--- src/rtl/zbuf_pixel_scheduler.sv ---
`default_nettype none
// ============================================================================
// Module   : zbuf_pixel_scheduler
// Purpose  : Arbitrates four pixel FIFOs onto the single Z-buffer write port.
//            A source that has lost AGE_MAX rounds in a row is served first.
//            Otherwise the fullest FIFO wins. Each grant moves up to BURST
//            pixels through a req/ack pop followed by a send/rdy push.
// Ports    : clk, rst_n                 clock, async active-low reset
//            fill_1..4, pix_in_1..4     FIFO fill levels and head pixels
//            ack_1..4 / req_1..4        FIFO pop handshake
//            rdy_z_buffer/send_z_buffer Z-buffer valid/ready handshake
//            pix_out                    pixel presented to the Z-buffer
//            grant_id                   current/last granted FIFO (0..3)
//            busy, timeout_err          status, ack-timeout pulse
// Revision : 1.0  initial release
// ============================================================================
module zbuf_pixel_scheduler #(
  parameter int LENGTH      = 8,
  parameter int PIXEL_WIDTH = 8,
  parameter int BURST       = 4,
  parameter int AGE_MAX     = 15,
  parameter int TIMEOUT     = 7
) (
  input  logic                   clk,
  input  logic                   rst_n,
  input  logic [LENGTH-1:0]      fill_1,
  input  logic [LENGTH-1:0]      fill_2,
  input  logic [LENGTH-1:0]      fill_3,
  input  logic [LENGTH-1:0]      fill_4,
  input  logic [PIXEL_WIDTH-1:0] pix_in_1,
  input  logic [PIXEL_WIDTH-1:0] pix_in_2,
  input  logic [PIXEL_WIDTH-1:0] pix_in_3,
  input  logic [PIXEL_WIDTH-1:0] pix_in_4,
  input  logic                   ack_1,
  input  logic                   ack_2,
  input  logic                   ack_3,
  input  logic                   ack_4,
  output logic                   req_1,
  output logic                   req_2,
  output logic                   req_3,
  output logic                   req_4,
  input  logic                   rdy_z_buffer,
  output logic                   send_z_buffer,
  output logic [PIXEL_WIDTH-1:0] pix_out,
  output logic [1:0]             grant_id,
  output logic                   busy,
  output logic                   timeout_err
);

  localparam int AW = $clog2(AGE_MAX + 1);
  localparam int BW = $clog2(BURST + 1);
  localparam int WW = $clog2(TIMEOUT + 1);

  localparam logic [AW-1:0] AGE_LIMIT = AW'(AGE_MAX);
  localparam logic [AW-1:0] AGE_ONE   = AW'(1);
  localparam logic [BW-1:0] BEAT_LIM  = BW'(BURST);
  localparam logic [BW-1:0] BEAT_ONE  = BW'(1);
  localparam logic [WW-1:0] WAIT_LAST = WW'(TIMEOUT - 1);
  localparam logic [WW-1:0] WAIT_ONE  = WW'(1);

  typedef enum logic [1:0] {
    S_IDLE = 2'd0,
    S_ARB  = 2'd1,
    S_REQ  = 2'd2,
    S_SEND = 2'd3
  } state_t;

  // Per-source views of the flat port list
  logic [LENGTH-1:0]      fill_w [4];
  logic [PIXEL_WIDTH-1:0] pix_w  [4];
  logic [3:0]             ack_w;
  logic [3:0]             nonempty_w;

  assign fill_w[0] = fill_1;
  assign fill_w[1] = fill_2;
  assign fill_w[2] = fill_3;
  assign fill_w[3] = fill_4;
  assign pix_w[0]  = pix_in_1;
  assign pix_w[1]  = pix_in_2;
  assign pix_w[2]  = pix_in_3;
  assign pix_w[3]  = pix_in_4;
  assign ack_w     = {ack_4, ack_3, ack_2, ack_1};

  // Registered state
  state_t           state_q;
  logic [1:0]       grant_q;
  logic [3:0]       req_q;
  logic             send_q;
  logic [PIXEL_WIDTH-1:0] pix_q;
  logic             busy_q;
  logic             timeout_q;
  logic [BW-1:0]    beats_q;
  logic [WW-1:0]    wait_q;
  logic [AW-1:0]    age_q [4];

  // Winner selection
  logic [1:0]        aged_win_w;
  logic              aged_found_w;
  logic [1:0]        fill_win_w;
  logic [LENGTH-1:0] best_fill_w;
  logic [1:0]        win_w;

  always_comb begin
    for (int i = 0; i < 4; i++) begin
      nonempty_w[i] = (fill_w[i] != '0);
    end

    // Descending scan so the lowest starving index is the one left standing
    aged_found_w = 1'b0;
    aged_win_w   = 2'd0;
    for (int i = 3; i >= 0; i--) begin
      if (nonempty_w[i] && (age_q[i] == AGE_LIMIT)) begin
        aged_found_w = 1'b1;
        aged_win_w   = 2'(i);
      end
    end

    // Strict compare keeps ties on the lowest index
    best_fill_w = fill_w[0];
    fill_win_w  = 2'd0;
    for (int i = 1; i < 4; i++) begin
      if (fill_w[i] > best_fill_w) begin
        best_fill_w = fill_w[i];
        fill_win_w  = 2'(i);
      end
    end

    win_w = aged_found_w ? aged_win_w : fill_win_w;
  end

  // Signals of the currently granted source
  logic                   ack_g_w;
  logic [LENGTH-1:0]      fill_g_w;
  logic [PIXEL_WIDTH-1:0] pix_g_w;

  assign ack_g_w  = ack_w[grant_q];
  assign fill_g_w = fill_w[grant_q];
  assign pix_g_w  = pix_w[grant_q];

  always_ff @(posedge clk or negedge rst_n) begin
    if (!rst_n) begin
      state_q   <= S_IDLE;
      grant_q   <= 2'd0;
      req_q     <= 4'b0000;
      send_q    <= 1'b0;
      pix_q     <= '0;
      busy_q    <= 1'b0;
      timeout_q <= 1'b0;
      beats_q   <= '0;
      wait_q    <= '0;
      for (int i = 0; i < 4; i++) begin
        age_q[i] <= '0;
      end
    end else begin
      timeout_q <= 1'b0;
      case (state_q)
        S_IDLE: begin
          if (|nonempty_w) begin
            state_q <= S_ARB;
            busy_q  <= 1'b1;
          end
        end

        S_ARB: begin
          grant_q <= win_w;
          beats_q <= '0;
          wait_q  <= '0;
          req_q   <= 4'b0001 << win_w;
          state_q <= S_REQ;
          // Losers that still hold pixels age; empty sources keep their age
          for (int i = 0; i < 4; i++) begin
            if (2'(i) == win_w) begin
              age_q[i] <= '0;
            end else if (nonempty_w[i] && (age_q[i] != AGE_LIMIT)) begin
              age_q[i] <= age_q[i] + AGE_ONE;
            end
          end
        end

        S_REQ: begin
          if (ack_g_w) begin
            pix_q   <= pix_g_w;
            send_q  <= 1'b1;
            req_q   <= 4'b0000;
            beats_q <= beats_q + BEAT_ONE;
            state_q <= S_SEND;
          end else if (wait_q == WAIT_LAST) begin
            // Abandon the grant; the source's age was already cleared at ARB
            req_q     <= 4'b0000;
            timeout_q <= 1'b1;
            busy_q    <= 1'b0;
            state_q   <= S_IDLE;
          end else begin
            wait_q <= wait_q + WAIT_ONE;
          end
        end

        S_SEND: begin
          // No timeout here: a stalled Z-buffer simply holds the pixel
          if (rdy_z_buffer) begin
            send_q <= 1'b0;
            if ((beats_q < BEAT_LIM) && (fill_g_w != '0)) begin
              wait_q  <= '0;
              req_q   <= 4'b0001 << grant_q;
              state_q <= S_REQ;
            end else begin
              busy_q  <= 1'b0;
              state_q <= S_IDLE;
            end
          end
        end

        default: begin
          state_q <= S_IDLE;
        end
      endcase
    end
  end

  assign req_1         = req_q[0];
  assign req_2         = req_q[1];
  assign req_3         = req_q[2];
  assign req_4         = req_q[3];
  assign send_z_buffer = send_q;
  assign pix_out       = pix_q;
  assign grant_id      = grant_q;
  assign busy          = busy_q;
  assign timeout_err   = timeout_q;

endmodule
`default_nettype wire

--- config.mk ---
export PLATFORM = sky130hd
export DESIGN_NAME = zbuf_pixel_scheduler
export DESIGN_NICKNAME = d
export VERILOG_FILES = /design/src/rtl/zbuf_pixel_scheduler.sv
export SDC_FILE = /design/constraint.sdc
export NUM_CORES = 1
export LEC_CHECK = 0
export CAP_MARGIN = 10
export CORE_MARGIN = 2
export CORE_UTILIZATION = 46
export CTS_BUF_LIST = sky130_fd_sc_hd__clkbuf_2 sky130_fd_sc_hd__clkbuf_4 sky130_fd_sc_hd__clkbuf_8
export DETAILED_ROUTE_END_ITERATION = 7
export HOLD_SLACK_MARGIN = 0.08
export PLACE_DENSITY = 0.77
export SYNTH_ARGS = -nofsm -noshare
export SYNTH_HDL_FRONTEND = slang
export SYNTH_SLANG_ARGS = --single-unit
--- constraint.sdc ---
create_clock -name clk -period 2.65 [get_ports clk]
set_clock_uncertainty 0.1 [all_clocks]
set_input_delay 0.53 -clock clk [delete_from_list [all_inputs] [get_ports clk]]
set_output_delay 0.53 -clock clk [all_outputs]
set_load 0.03 [all_outputs]
==> run metrics <==
status=finished with violations; failing checks=setup timing; leading post-synthesis cells by cell area=dfrtp_1, ha_1, mux4_2; synth warn=0; overall global routing resource usage=24.1%; commonest non-fill, non-tap cell in the layout=buf_4; Filler cells=365; Ant. Diodes=0; Worst setup EP type=flip-flop; Die Wd=87.0 um; synth-to-layout area growth=70.3%; CP Max Fanout=6; setup_tns=-49.45 ns; Max Fclk=0.202 GHz; crit path from=fill_2[5]; synth unique cells=54; min cycle time layout=4.96 ns; initial antenna violation count=0; Peak VDD IR=290 uV; Max-Cap Viols=0; mapped cell area=3170 um2; row count=30; unrepaired setup endpoints after global routing=yes; Core Util, Final=80.4%; initial DRC count=103; Req. time, crit path=2.73 ns; Post-Syn Instances=325; I/O Buffers=87; worst setup margin=-2.31 ns; sequential element share of the synthesized area=32.4%; CTS tree=yes; clk_lat worst skew=0.30 ns; number of global-route vias before repair=3,322; met2 WL=5.38 mm; Slew Limit Fails=0; Tcrit/Tclk final=187%; Hold Path Class=in2async; total CTS buffers=5; Hold Fails Final Rpt=0; pre-CTS setup slack=-3.01 ns; ANT nets after route=0; I/O Pins=88; placed cells=542; Die ar.=7570 um2; Die H=87.0 um; Max-slew headroom=40.2%; GP Congestion=0.899; crit path launch type=input pin; Setup violations, final=22; Avg WL per Cell=18.4 um; commonest cells after routing, fill and taps aside=buf_4, clkdlybuf4s50_1, dfrtp_1, nor2_1, nand2_1; non-filler instance count after layout=567; clk root buf=clkbuf_8; worst-margin pin slew=0.897 ns; Final Cell Area=5400 um2; share of the synthesized area in the top cell type=32.4%; H-tree level count=2; WS Path Type=in2reg; end of the critical path=age_q[15]; reg2reg setup slack=0.34 ns; largest net degree at the start of global routing=42; Top Metal Used=met4; dominant synthesized flop cell=dfrtp_1; met1 wire length=3.82 mm; reg-to-reg startpoint=age_q[4]; first drt pass iteration count=4; via-per-instance ratio=5.75; placed cell areas=4620 um2; CTS max path bufs=2; Crit Reg-Reg Endpoint=age_q[15]; reg2reg path depth=8; GRT Residual Overflow=0; DPL Wire Length=6.57 mm; syn nets=427; DRC=0; vias=3,262; Yosys top cell by area=dfrtp_1; CTS sink cnt=41; ys async rst share=100%; Routed WL=10.4 mm; post-synthesis sequential element count=41; pwr/cell area=820 nW/um2; leakage=0.00240 uW; synthesized area per cell=9.76 um2; CTS clk-pin slew, worst paths=0.08 ns; Worst Path Arrival=5.04 ns; core area=6720 um2; layout cells sized above 1=42.1%; first-pass GRT wire length=14.5 mm; EDFF count, synth=0; Starting Density=47.2%; met3 routed WL=633 um; layout net count=588
-- sequential cells by signal, summed over array words and instances (netlist names) --
signal and count:
wait_q 3, pix_out 8, timeout_err 1, beats_q 3
send_z_buffer 1, req_q 4, state_q 2, busy 1
grant_id 2, age_q 16
-- repair_timing --
item                                    4_1_cts  5_1_grt
hold buffers                                  0        0
gates cloned                                  0        0
setup buffers                                13        6
endpoints found under the setup margin       27       27
resized for setup                           118       52
pin swaps                                    46       23
-- layer usage --
layer  vias to the layer above  GRT usage, %
met5                         -             0
met4                         0          10.8
met3                        54          5.50
met2                       144          44.4
met1                      1550          26.1
li1                       1514             -
-- cell type report --
cell class | instances | area [um2] | area share (%)
well taps | 80 | 100 | 1.85
multi-input cells | 255 | 2550 | 47.2
inverters | 17 | 78.8 | 1.46
clock inverters | 1 | 30.0 | 0.556
repair buffers | 166 | 1520 | 28.2
flip-flops and latches | 41 | 1030 | 19.0
clock buffers | 7 | 90.1 | 1.67
-- synthesized netlist by cell type, types with 2 or more instances --
library cell	instances
nand2b_1	2
mux2i_1	12
o31ai_1	2
nor2_1	38
nor3_1	4
nand4_1	8
xor2_1	8
buf_1	2
xnor2_1	6
buf_2	2
nor2b_1	2
a21oi_1	16
clkbuf_1	8
ha_1	31
nand3_1	10
a21o_1	8
mux4_2	10
a211o_1	2
nor4_2	7
nand2_1	27
a311o_2	2
mux2_2	10
and3_1	6
inv_1	17
dfrtp_1	41
o21ai_0	14
a21oi_2	3
-- metrics by stage --
stage,hold slack [ns],total power [uW]
after detailed placement,0.375,3490
after floorplan,0.134,2640
final,0.257,4430
after global routing,0.334,4700
after CTS,0.287,4250
after global placement,0.366,3380
-- worst min path at each step --
stage / slack [ns] / endpoint / depth (start not counted)
floorplan: 0.13 / age_q[0] / 0
global placement: 0.37 / req_q[3] / 2
detailed placement: 0.38 / req_q[1] / 2
CTS: 0.29 / send_z_buffer / 1
global route: 0.33 / send_z_buffer / 1
finish: 0.26 / send_z_buffer / 1
-- cells by family after synthesis --
kind of cell    after synthesis  share of synthesized area, %
compound gates               63                          14.0
xor+xnor                     14                          3.87
fa+ha+maj                    31                          12.2
buf+inv                      29                          3.51
flops                        41                          32.4
mux                          33                          14.8
simple gates                114                          19.2
-- critical path, cell delays in order --
cell and delay (ns):
buf_8 0.10, ha_4 0.27, a21oi_4 0.05, o21ai_2 0.17
mux2i_1 0.11, a21oi_2 0.19, buf_6 0.23, mux2i_4 0.30
ha_4 0.25, a21oi_1 0.17, o21ai_0 0.15, o21ai_1 0.15
and2_4 0.21, buf_4 0.14, nor2_4 0.03, a21o_1 0.16
ha_1 0.27, and3_4 0.17, a221o_1 0.35, a22oi_2 0.17
a21oi_2 0.09, a311o_2 0.40, a211oi_4 0.30, nor2_1 0.07
-- power by group --
group | switching, uW | internal [uW] | total, uW | leakage, uW
clock network | 218 | 317 | 535 | 0.0000619
logic | 1360 | 1380 | 2740 | 0.00183
registers | 244 | 908 | 1150 | 0.000511
Power figures use the tool's default switching activity.
